`src/rtl/gon_tag_sequencer_pkg.sv`:
```
// ============================================================================
// Module : gon_tag_sequencer_pkg
// Brief  : Shared types and default widths for the GON tag sequencer.
// Rev    : 1.0  initial release
// ============================================================================
`default_nettype none

package gon_tag_sequencer_pkg;

  localparam int c_data_width_def  = 64;
  localparam int c_tag_width_def   = 4;
  localparam int c_len_width_def   = 8;
  localparam int c_max_entries_def = 16;

  typedef enum logic [1:0] {
    IDLE = 2'd0,
    LOAD = 2'd1,
    SEND = 2'd2,
    FIN  = 2'd3
  } gon_seq_state_t;

  typedef struct packed {
    logic [c_tag_width_def-1:0] row_tag;
    logic [c_tag_width_def-1:0] col_tag;
    logic [c_len_width_def-1:0] len;
  } gon_sched_entry_t;

endpackage

`default_nettype wire

```
`src/rtl/gon_tag_sequencer_if.sv`:
```
// ============================================================================
// Module : gon_tag_sequencer_if
// Brief  : Upstream source handshake plus GON bus, seen from both sides.
// Rev    : 1.0  initial release
// ============================================================================
`default_nettype none

interface gon_tag_sequencer_if
  import gon_tag_sequencer_pkg::*;
#(
  parameter int DATA_WIDTH = c_data_width_def,
  parameter int TAG_WIDTH  = c_tag_width_def
);

  logic [DATA_WIDTH-1:0] src_data;
  logic                  src_valid;
  logic                  src_ready;
  logic [TAG_WIDTH-1:0]  row_tag;
  logic [TAG_WIDTH-1:0]  col_tag;
  logic [DATA_WIDTH-1:0] data_out;
  logic                  enable_out;
  logic                  ready_in;

  modport master (
    input  src_data, src_valid, ready_in,
    output src_ready, row_tag, col_tag, data_out, enable_out
  );

  modport slave (
    output src_data, src_valid, ready_in,
    input  src_ready, row_tag, col_tag, data_out, enable_out
  );

endinterface

`default_nettype wire

```
`src/rtl/gon_tag_sequencer_sched_table.sv`:
```
// ============================================================================
// Module : gon_tag_sequencer_sched_table
// Brief  : Schedule register file, one sync write port, one async read port.
// Rev    : 1.0  initial release
// ============================================================================
`default_nettype none

module gon_tag_sequencer_sched_table
  import gon_tag_sequencer_pkg::*;
#(
  parameter int  MAX_ENTRIES = c_max_entries_def,
  parameter type ENTRY_T     = gon_sched_entry_t,
  localparam int IDX_W       = $clog2(MAX_ENTRIES)
) (
  input  wire logic             clk,
  input  wire logic             i_we,
  input  wire logic [IDX_W-1:0] i_waddr,
  input  wire ENTRY_T           i_wdata,
  input  wire logic [IDX_W-1:0] i_raddr,
  output      ENTRY_T           o_rdata
);

  // Contents are deliberately not reset; software reprograms before each run.
  ENTRY_T r_mem [MAX_ENTRIES];

  always_ff @(posedge clk) begin
    if (i_we) begin
      r_mem[i_waddr] <= i_wdata;
    end
  end

  assign o_rdata = r_mem[i_raddr];

endmodule

`default_nettype wire

```
`src/rtl/gon_tag_sequencer.sv`:
```
// ============================================================================
// Module : gon_tag_sequencer
// Brief  : Walks the schedule table and streams tagged beats onto the GON.
// Rev    : 1.0  initial release
// ============================================================================
`default_nettype none

module gon_tag_sequencer
  import gon_tag_sequencer_pkg::*;
#(
  parameter int  DATA_WIDTH  = c_data_width_def,
  parameter int  TAG_WIDTH   = c_tag_width_def,
  parameter int  LEN_WIDTH   = c_len_width_def,
  parameter int  MAX_ENTRIES = c_max_entries_def,
  localparam int IDX_W       = $clog2(MAX_ENTRIES)
) (
  input  wire logic                 clk,
  input  wire logic                 reset,
  input  wire logic                 cfg_we,
  input  wire logic [IDX_W-1:0]     cfg_addr,
  input  wire logic [TAG_WIDTH-1:0] cfg_row_tag,
  input  wire logic [TAG_WIDTH-1:0] cfg_col_tag,
  input  wire logic [LEN_WIDTH-1:0] cfg_len,
  input  wire logic                 start,
  input  wire logic [IDX_W:0]       num_entries,
  output      logic                 busy,
  output      logic                 done,
  gon_tag_sequencer_if.master       bus
);

  typedef struct packed {
    logic [TAG_WIDTH-1:0] row_tag;
    logic [TAG_WIDTH-1:0] col_tag;
    logic [LEN_WIDTH-1:0] len;
  } entry_t;

  localparam logic [IDX_W:0] c_max_entries = (IDX_W+1)'(MAX_ENTRIES);

  gon_seq_state_t        r_state;
  logic [IDX_W:0]        r_idx;
  logic [IDX_W:0]        r_num;
  logic [LEN_WIDTH-1:0]  r_issue_cnt;
  logic [LEN_WIDTH-1:0]  r_accept_cnt;
  logic [TAG_WIDTH-1:0]  r_row_tag;
  logic [TAG_WIDTH-1:0]  r_col_tag;
  logic [DATA_WIDTH-1:0] r_data;
  logic                  r_enable;
  logic                  r_busy;
  logic                  r_done;

  entry_t                w_wr_entry;
  entry_t                w_rd_entry;
  logic [IDX_W:0]        w_idx_next;
  logic [IDX_W:0]        w_num_clamped;
  logic                  w_last_entry;
  logic                  w_src_ready;
  logic                  w_pop;
  logic                  w_xfer;

  assign w_wr_entry = '{row_tag: cfg_row_tag, col_tag: cfg_col_tag, len: cfg_len};

  gon_tag_sequencer_sched_table #(
    .MAX_ENTRIES (MAX_ENTRIES),
    .ENTRY_T     (entry_t)
  ) u_table (
    .clk     (clk),
    .i_we    (cfg_we && (r_state == IDLE)),
    .i_waddr (cfg_addr),
    .i_wdata (w_wr_entry),
    .i_raddr (r_idx[IDX_W-1:0]),
    .o_rdata (w_rd_entry)
  );

  assign w_idx_next    = r_idx + 1'b1;
  assign w_last_entry  = (w_idx_next >= r_num);
  assign w_num_clamped = (num_entries > c_max_entries) ? c_max_entries : num_entries;

  // Pop only when the output register is free or draining this same cycle.
  assign w_src_ready = (r_state == SEND) && (r_issue_cnt != '0) && (!r_enable || bus.ready_in);
  assign w_pop       = w_src_ready && bus.src_valid;
  assign w_xfer      = r_enable && bus.ready_in;

  always_ff @(posedge clk) begin
    if (reset) begin
      r_state      <= IDLE;
      r_idx        <= '0;
      r_num        <= '0;
      r_issue_cnt  <= '0;
      r_accept_cnt <= '0;
      r_row_tag    <= '1;
      r_col_tag    <= '1;
      r_data       <= '0;
      r_enable     <= 1'b0;
      r_busy       <= 1'b0;
      r_done       <= 1'b0;
    end else begin
      r_done <= 1'b0;
      case (r_state)
        IDLE: begin
          if (start) begin
            r_num   <= w_num_clamped;
            r_idx   <= '0;
            r_busy  <= 1'b1;
            r_state <= (w_num_clamped == '0) ? FIN : LOAD;
          end
        end
        LOAD: begin
          r_row_tag    <= w_rd_entry.row_tag;
          r_col_tag    <= w_rd_entry.col_tag;
          r_issue_cnt  <= w_rd_entry.len;
          r_accept_cnt <= w_rd_entry.len;
          if (w_rd_entry.len == '0) begin
            r_idx   <= w_idx_next;
            r_state <= w_last_entry ? FIN : LOAD;
          end else begin
            r_state <= SEND;
          end
        end
        SEND: begin
          if (w_pop) begin
            r_data      <= bus.src_data;
            r_enable    <= 1'b1;
            r_issue_cnt <= r_issue_cnt - 1'b1;
          end else if (w_xfer) begin
            r_enable <= 1'b0;
          end
          if (w_xfer) begin
            r_accept_cnt <= r_accept_cnt - 1'b1;
            if (r_accept_cnt == LEN_WIDTH'(1)) begin
              r_idx   <= w_idx_next;
              r_state <= w_last_entry ? FIN : LOAD;
            end
          end
        end
        FIN: begin
          r_done  <= 1'b1;
          r_busy  <= 1'b0;
          r_state <= IDLE;
        end
        default: r_state <= IDLE;
      endcase
    end
  end

  assign bus.src_ready  = w_src_ready;
  assign bus.row_tag    = r_row_tag;
  assign bus.col_tag    = r_col_tag;
  assign bus.data_out   = r_data;
  assign bus.enable_out = r_enable;
  assign busy           = r_busy;
  assign done           = r_done;

endmodule

`default_nettype wire
```
`src/flat_wrapper.sv`:
```
// flat-port wrapper written by rule: the top's interface ports become plain ports
module gon_tag_sequencer_flat import gon_tag_sequencer_pkg::*;
#(
  parameter int  DATA_WIDTH  = c_data_width_def,
  parameter int  TAG_WIDTH   = c_tag_width_def,
  parameter int  LEN_WIDTH   = c_len_width_def,
  parameter int  MAX_ENTRIES = c_max_entries_def,
  localparam int IDX_W       = $clog2(MAX_ENTRIES)
)
  (clk, reset, cfg_we, cfg_addr, cfg_row_tag, cfg_col_tag, cfg_len, start, num_entries, busy, done, bus_src_data, bus_src_valid, bus_ready_in, bus_src_ready, bus_row_tag, bus_col_tag, bus_data_out, bus_enable_out);
  gon_tag_sequencer_if #(.DATA_WIDTH(DATA_WIDTH), .TAG_WIDTH(TAG_WIDTH)) bus_i ();
  input  wire logic clk;
  input  wire logic reset;
  input  wire logic cfg_we;
  input  wire logic [IDX_W-1:0] cfg_addr;
  input  wire logic [TAG_WIDTH-1:0] cfg_row_tag;
  input  wire logic [TAG_WIDTH-1:0] cfg_col_tag;
  input  wire logic [LEN_WIDTH-1:0] cfg_len;
  input  wire logic start;
  input  wire logic [IDX_W:0] num_entries;
  output      logic busy;
  output      logic done;
  input wire logic [$bits(bus_i.src_data)-1:0] bus_src_data;
  input wire logic [$bits(bus_i.src_valid)-1:0] bus_src_valid;
  input wire logic [$bits(bus_i.ready_in)-1:0] bus_ready_in;
  output wire logic [$bits(bus_i.src_ready)-1:0] bus_src_ready;
  output wire logic [$bits(bus_i.row_tag)-1:0] bus_row_tag;
  output wire logic [$bits(bus_i.col_tag)-1:0] bus_col_tag;
  output wire logic [$bits(bus_i.data_out)-1:0] bus_data_out;
  output wire logic [$bits(bus_i.enable_out)-1:0] bus_enable_out;
  assign bus_i.src_data = bus_src_data;
  assign bus_i.src_valid = bus_src_valid;
  assign bus_i.ready_in = bus_ready_in;
  assign bus_src_ready = bus_i.src_ready;
  assign bus_row_tag = bus_i.row_tag;
  assign bus_col_tag = bus_i.col_tag;
  assign bus_data_out = bus_i.data_out;
  assign bus_enable_out = bus_i.enable_out;
  gon_tag_sequencer #(.DATA_WIDTH(DATA_WIDTH), .TAG_WIDTH(TAG_WIDTH), .LEN_WIDTH(LEN_WIDTH), .MAX_ENTRIES(MAX_ENTRIES)) u_core (.clk(clk), .reset(reset), .cfg_we(cfg_we), .cfg_addr(cfg_addr), .cfg_row_tag(cfg_row_tag), .cfg_col_tag(cfg_col_tag), .cfg_len(cfg_len), .start(start), .num_entries(num_entries), .busy(busy), .done(done), .bus(bus_i));
endmodule
```
`config.mk`:
```
export PLATFORM = sky130hd
export DESIGN_NAME = gon_tag_sequencer_flat
export DESIGN_NICKNAME = d
export VERILOG_FILES = /design/src/rtl/gon_tag_sequencer_pkg.sv /design/src/rtl/gon_tag_sequencer_if.sv /design/src/rtl/gon_tag_sequencer_sched_table.sv /design/src/rtl/gon_tag_sequencer.sv /design/src/flat_wrapper.sv
export SDC_FILE = /design/constraint.sdc
export NUM_CORES = 1
export LEC_CHECK = 0
export ABC_AREA = 1
export BUFFER_PORTS_ARGS = -buffer_cell sky130_fd_sc_hd__buf_2
export CORE_AREA = 10 10 187 189
export DETAILED_ROUTE_END_ITERATION = 8
export DIE_AREA = 0 0 197 199
export PLACE_DENSITY = 0.86
export SKIP_CTS_REPAIR_TIMING = 1
export SYNTH_ARGS = -nofsm -noshare
export SYNTH_HDL_FRONTEND = slang
export SYNTH_HIERARCHICAL = 1
export SYNTH_SLANG_ARGS = --single-unit
export TNS_END_PERCENT = 50
```
`constraint.sdc`:
```
create_clock -name clk -period 2 [get_ports clk]
set_clock_uncertainty 0.15 [all_clocks]
set_input_delay 0.4 -clock clk [delete_from_list [all_inputs] [get_ports clk]]
set_output_delay 0.4 -clock clk [all_outputs]
set_load 0.03 [all_outputs]
```
==> results of run 1 <==
==> power breakdown <==
| part | switching [mW] | internal [mW] |
|---|---|---|
| sequential | 0.346 | 8.52 |
| clock | 2.70 | 3.63 |
| combinational | 5.63 | 3.23 |
==> worst max-delay path by stage <==
| stage | end | slack [ps] | from |
|---|---|---|---|
| 3_5_place_dp | u_core/r_idx[1]$_SDFFE_PP0P_ | -510 | u_core/r_idx[0]$_SDFFE_PP0P_ |
| 5_1_grt | u_core/r_state[1]$_SDFFE_PP0P_ | -520 | u_core/r_idx[0]$_SDFFE_PP0P_ |
| 3_3_place_gp | u_core/r_idx[1]$_SDFFE_PP0P_ | -520 | u_core/r_idx[0]$_SDFFE_PP0P_ |
| 6_report | u_core/r_state[1]$_SDFFE_PP0P_ | -430 | u_core/r_idx[0]$_SDFFE_PP0P_ |
| 4_1_cts | u_core/r_idx[1]$_SDFFE_PP0P_ | -650 | u_core/r_idx[0]$_SDFFE_PP0P_ |
| 2_1_floorplan | u_core/u_table/r_mem[10][0]$_DFFE_PP_ | -180 | u_core/r_state[0]$_SDFFE_PP0P_ |
==> worst min-delay path, stage by stage <==
cell and delay, ps:
buf_2 100, nand3_2 60, a21oi_2 40
==> synth_stat cells, types with 4 or more instances <==
library cell and n:
buf_12 4, xor2_1 6, buf_4 20, a21oi_1 47, inv_1 229, buf_2 30
buf_6 6, inv_2 5, a21oi_2 40, edfxtp_1 256, o21ai_0 23, nand3_1 239
clkbuf_1 21, nor2_1 65, nand2_1 492, ha_1 14, dfxtp_1 103, nand3_2 51
nor3_1 4
==> sequential cells by signal, indices dropped and copies added (netlist names), 2 cells and up <==
register              cells
u_core/r_idx              5
u_core/r_state            2
u_core/r_issue_cnt        8
u_core/bus.row_tag        4
u_core/bus.data_out      64
u_core/r_accept_cnt       8
u_core/u_table/r_mem    256
u_core/bus.col_tag        4
u_core/r_num              5
==> kinds of logic (layout without fill, tap and decap cells) <==
logic type	count (synthesis)	in the layout
buffers and inverters	323	609
flip-flops	359	359
XOR/XNOR	7	7
AO/OA/AOI/OAI	118	118
other	0	2
adder cells (fa/ha/maj)	14	14
AND/OR/NAND/NOR	860	860
==> cell usage in the layout (no fill, tap or decap), types with 4 or more instances in the layout <==
cell type	n
clkinv_1	7
xor2_1	6
dlygate4sd3_1	37
edfxtp_1	256
clkbuf_1	10
nor2_2	11
nand2_1	471
nand3_2	73
inv_1	225
ha_1	13
inv_2	8
dfxtp_1	99
nor2_1	53
nand3_1	217
buf_4	65
nand2_2	20
a21oi_2	39
a21oi_1	47
clkbuf_16	43
buf_2	168
buf_6	6
nor3_1	4
buf_12	26
o21ai_0	20
==> per-layer routing <==
layer,vias up,GRT usage (%)
li1,5999,-
met1,6211,25.2
met2,915,35.6
met3,185,4.78
met4,4,7.09
met5,-,0
==> layout make-up <==
type	instances	area (um2)	area share (%)
diodes	2	5.00	0.0252
clock inverters	11	81.3	0.409
well taps	402	503	2.53
multi-input cells	999	5130	25.8
flip-flops and latches	359	9760	49.0
repair buffers	311	2510	12.6
clock buffers	50	1000	5.05
inverters	237	907	4.56
==> metrics by stage <==
step	power [mW]	std cells	utilization, %	setup slack, ps	TNS, ps
finish	24.1	2371	63.7	-433	-3290
global route	25.2	2370	63.7	-521	-5840
CTS	22.9	2314	60.7	-655	-4950
detailed placement	16.5	2253	57.3	-508	-2870
global placement	16.3	2253	57.3	-519	-2750
floorplan	14.2	1681	-	-185	-44960
==> reports/metrics.csv, run 1 <==
metric;value;unit
syn-num-nets;1790;
r2r_setup_slack;-430;ps
path_clk_slew;60;ps
status;finished with violations;
r2r_start;u_core/r_idx[0]$_SDFFE_PP0P_;
timing.hold.ws;-11.3;ps
synthArstFlopShare;0;%
hold_end;u_core/bus.data_out[42]$_SDFFE_PP0P_;
path_common_cell;nand3_1;
critPathLaunchType;register;
irDropWorstVdd;0.620;mV
grt_pass1_vias;12207;
ys_types;35;
r2r_cells;13;
fillers;2167;
worst_pin_slew;817;ps
nNetsFinal;2053;
yosys.area_share.xor_xnor;0.381;%
grt_usage;20.8;%
critPathMaxStageDelay;480;ps
cp.depth;13;
synth-adder-area-share;1.09;%
grt_first_pass_wirelength;64900;um
critPathKind;reg2reg;
insertion_delay;520;ps
wire_per_inst;19.8;um
synth.area.top_cells;edfxtp_1 (48%), dfxtp_1 (13%), nand2_1 (11%);
cts.htree.levels;2;
dr_wl_met2;22800;um
synth-simple-area-share;24.1;%
hold_viol;8;
yosys_warnings;6;
place_hpwl;27400;um
drcViolationCount;0;
syn_to_final_growth;23.7;%
end_kind;register;
synth.largest_area_cell;edfxtp_1;
placementRows;65;
max-cap-violations;0;
cts_sinks;359;
cp.arrival;2680;ps
cts_buffer_depth;3;
netlist.area_leader.share;47.8;%
synth_edf_count;256;
viasPerCell;5.62;
wl_met1;16600;um
violations;negative hold slack, negative setup slack;
grt_overflow_total;0;
drive_gt1_share;24.9;%
cts_made_buffers;36;
r2r_end;u_core/r_state[1]$_SDFFE_PP0P_;
die_width;197;um
wl_met3;5580;um
p_leak;8.50;nW
antenna_found_initial;3;
synthCells;1681;
drtAntennaViolNets;0;
die-area;39200;um2
ys_seq_elements;359;
initialDrtViolationCount;1897;
port-buffer-count;170;
slowest_stage;dfxtp_4;
finalSetupViolCount;16;
path_cells;clkbuf_16 > nand2_1 > nand3_1 > nand3_1 > nand3_1 > nand2_2 > nor2_1 > nand2_1 > o21ai_2 > buf_4 > nand3_1 > a21oi_1 > nor2_1;
tritoncts;done;
ys_seq_area_share;60.6;%
timing.fmax;411;MHz
start_util;51.5;%
postPlaceCellArea;17900;um2
dr.pass1.iters;6;
worstPathRequired;2250;ps
coreArea;31200;um2
hold_path_depth;3;
die_h;199;um
avgSynthCellArea;9.57;um2
synthesis.area;16100;um2
wl;46900;um
ctsRootBufferMaster;clkbuf_16;
vias;13314;
synth_top_family_by_area;simple AND/OR/NAND/NOR gates;
fin_area;19900;um2
hp-class;in2reg;
top_layer_used;met5;
slew_headroom;45.2;%
synthFlopType;edfxtp_1;
slew_violations;0;
io_pins;171;
post-route-period-util;122;%
crit_family;simple AND/OR/NAND/NOR gates;
min_period;2430;ps
cp.buffers_inverters;2;
yosys-mux-area-fraction;0;%
p_per_area;1210;nW/um2
synth_compound_area_share;4.74;%
grt_max_degree;76;
rsz0062_at_grt;true;
crit_path_max_fanout;29;
gp_congestion;0.888;
hold_path.startpoint;bus_src_data[42];
worst_slack;-433;ps
Power figures use the tool's default switching activity.
==> inputs of run 2 (changes only) <==
Clock period 2 ns to 2.1 ns, I/O delays scaled along.
==> reports/metrics.csv, run 2 (same netlist as run 1, synthesis figures left out) <==
metric;value;unit;change
cp.buffers_inverters;2;;unchanged
path_common_cell;nand2_1;;
syn_to_final_growth;22.5;%;
wire_per_inst;19.8;um;+0.18%
drive_gt1_share;26.1;%;+1.3 points
start_util;51.5;%;unchanged
slew_headroom;46.6;%;+1.4 points
instances_no_fill;2349;;-0.93%
max-cap-violations;0;;unchanged
r2r_cells;16;;+3
finalSetupViolCount;14;;-2
die_h;199;um;unchanged
r2r_end;u_core/r_idx[0]$_SDFFE_PP0P_;;
insertion_delay;530;ps;about the same
grt_overflow_total;0;;unchanged
timing.fmax;397;MHz;-3.3%
drcViolationCount;0;;unchanged
vias;13335;;+0.16%
finalSetupTns;-3170;ps;+118 ps
hold_end;u_core/bus.data_out[19]$_SDFFE_PP0P_;;
grt_usage;20.9;%;+0.15 points
finalPower;23.5;mW;-2.5%
status;finished with violations;;
regMostFlops;u_core/u_table/r_mem;;
port-buffer-count;170;;unchanged
nNetsFinal;2025;;-1.4%
crit_path_max_fanout;11;;-62%
hold_path_depth;3;;unchanged
cts.htree.levels;2;;unchanged
ctsRootBufferMaster;clkbuf_16;;
slowest_stage;dfxtp_4;;
mostFrequentLayoutCells;nand2_1 (472), edfxtp_1 (256), inv_1 (224);;
tritoncts;done;;
cts_sinks;359;;unchanged
placementRows;65;;unchanged
die-area;39200;um2;unchanged
dr.pass1.iters;8;;+2
critPathLaunchType;register;;
final_common_cell;nand2_1;;
drtAntennaViolNets;0;;unchanged
slew_violations;0;;unchanged
critPathMaxStageDelay;460;ps;-20 ps
largest_reg_flops;256;;unchanged
worstPathRequired;2360;ps;+110 ps
r2r_setup_slack;-420;ps;+20 ps
wl;46500;um;-0.75%
hold_path.startpoint;bus_src_data[19];;
cp.arrival;2780;ps;+100 ps
timing.hold.ws;1.19;ps;+12.5 ps
p_leak;8.43;nW;-0.80%
initialDrtViolationCount;1763;;-7.1%
grt_pass1_vias;12430;;+1.8%
crit_family;simple AND/OR/NAND/NOR gates;;
place_hpwl;27000;um;-1.6%
grt_max_degree;76;;unchanged
grt_first_pass_wirelength;65700;um;+1.1%
rsz0062_at_grt;true;;
die_width;197;um;unchanged
worst_pin_slew;795;ps;-21.4 ps
violations;negative setup slack;;
path_cells;clkinv_8 > buf_6 > nand2_1 > nand2_1 > nand2_1 > nand3_1 > nand3_1 > nand2_2 > nor2_2 > nand2_2 > o21ai_4 > nand2_4 > nor2_4 > nand2_1 > nand2_1 > nor2_1;;
irDropWorstVdd;0.646;mV;+4.1%
p_per_area;1190;nW/um2;-1.6%
utilization;63.1;%;-0.61 points
min_period;2520;ps;+84.3 ps
io_pins;171;;unchanged
worst_slack;-417;ps;+15.7 ps
gp_congestion;0.885;;-0.34%
dp_cells;2254;;+0.044%
path_clk_slew;60;ps;about the same
hp-class;in2reg;;
cp.depth;16;;+3
end_kind;register;;
antenna_found_initial;3;;unchanged
critPathKind;reg2reg;;
r2r_start;u_core/r_idx[0]$_SDFFE_PP0P_;;
cts_buffer_depth;3;;unchanged
post-route-period-util;120;%;-1.8 points
hold_viol;0;;-8
coreArea;31200;um2;unchanged
cts_made_buffers;37;;+2.8%
viasPerCell;5.68;;+1.1%
run 2: worst reg2reg max path, cell delays in order, from the launching register on:
cell	delay, ps
dfxtp_4	460
clkinv_8	140
buf_6	170
nand2_1	80
nand2_1	60
nand2_1	60
nand3_1	90
nand3_1	140
nand2_2	110
nor2_2	160
nand2_2	90
o21ai_4	180
nand2_4	110
nor2_4	160
nand2_1	110
nand2_1	90
nor2_1	60
run 2: how the worst max path moves through the flow:
stage                                   start                               endpoint  slack, ps
2_1_floorplan  u_core/r_state[0]$_SDFFE_PP0P_  u_core/u_table/r_mem[10][0]$_DFFE_PP_        -80
3_3_place_gp     u_core/r_idx[0]$_SDFFE_PP0P_           u_core/r_idx[1]$_SDFFE_PP0P_       -330
3_5_place_dp     u_core/r_idx[0]$_SDFFE_PP0P_           u_core/r_idx[0]$_SDFFE_PP0P_       -480
4_1_cts          u_core/r_idx[0]$_SDFFE_PP0P_           u_core/r_idx[0]$_SDFFE_PP0P_       -540
5_1_grt          u_core/r_idx[0]$_SDFFE_PP0P_           u_core/r_idx[0]$_SDFFE_PP0P_       -460
6_report         u_core/r_idx[0]$_SDFFE_PP0P_           u_core/r_idx[0]$_SDFFE_PP0P_       -420
run 2: power breakdown:
| part | internal (mW) | switching, mW |
|---|---|---|
| registers | 8.11 | 0.319 |
| clock network | 3.71 | 2.66 |
| logic | 3.14 | 5.51 |
| total | 15.0 | 8.49 |
run 2: area by class of cell:
| cell class | count | area (um2) |
|---|---|---|
| fill | 2228 | 11500 |
| sequential | 359 | 9760 |
| multi-input combinational | 999 | 5160 |
| timing repair buffer | 282 | 2200 |
| clock buffer | 54 | 1040 |
| inverter | 237 | 907 |
| tap | 402 | 503 |
| clock inverter | 13 | 116 |
| antenna | 3 | 7.51 |
run 2: routing by layer:
metal	GRT usage, %	share of wire [%]
met5	0	0
met4	7.66	4.6
met3	4.61	12
met1	25.9	36
met2	35.3	47
run 2: stage by stage:
stage,setup WS [ps],instance area (um2)
after floorplan,-84.9,16100
after global placement,-333,17900
after detailed placement,-477,17900
after CTS,-537,19000
after global routing,-463,19700
final,-417,19700
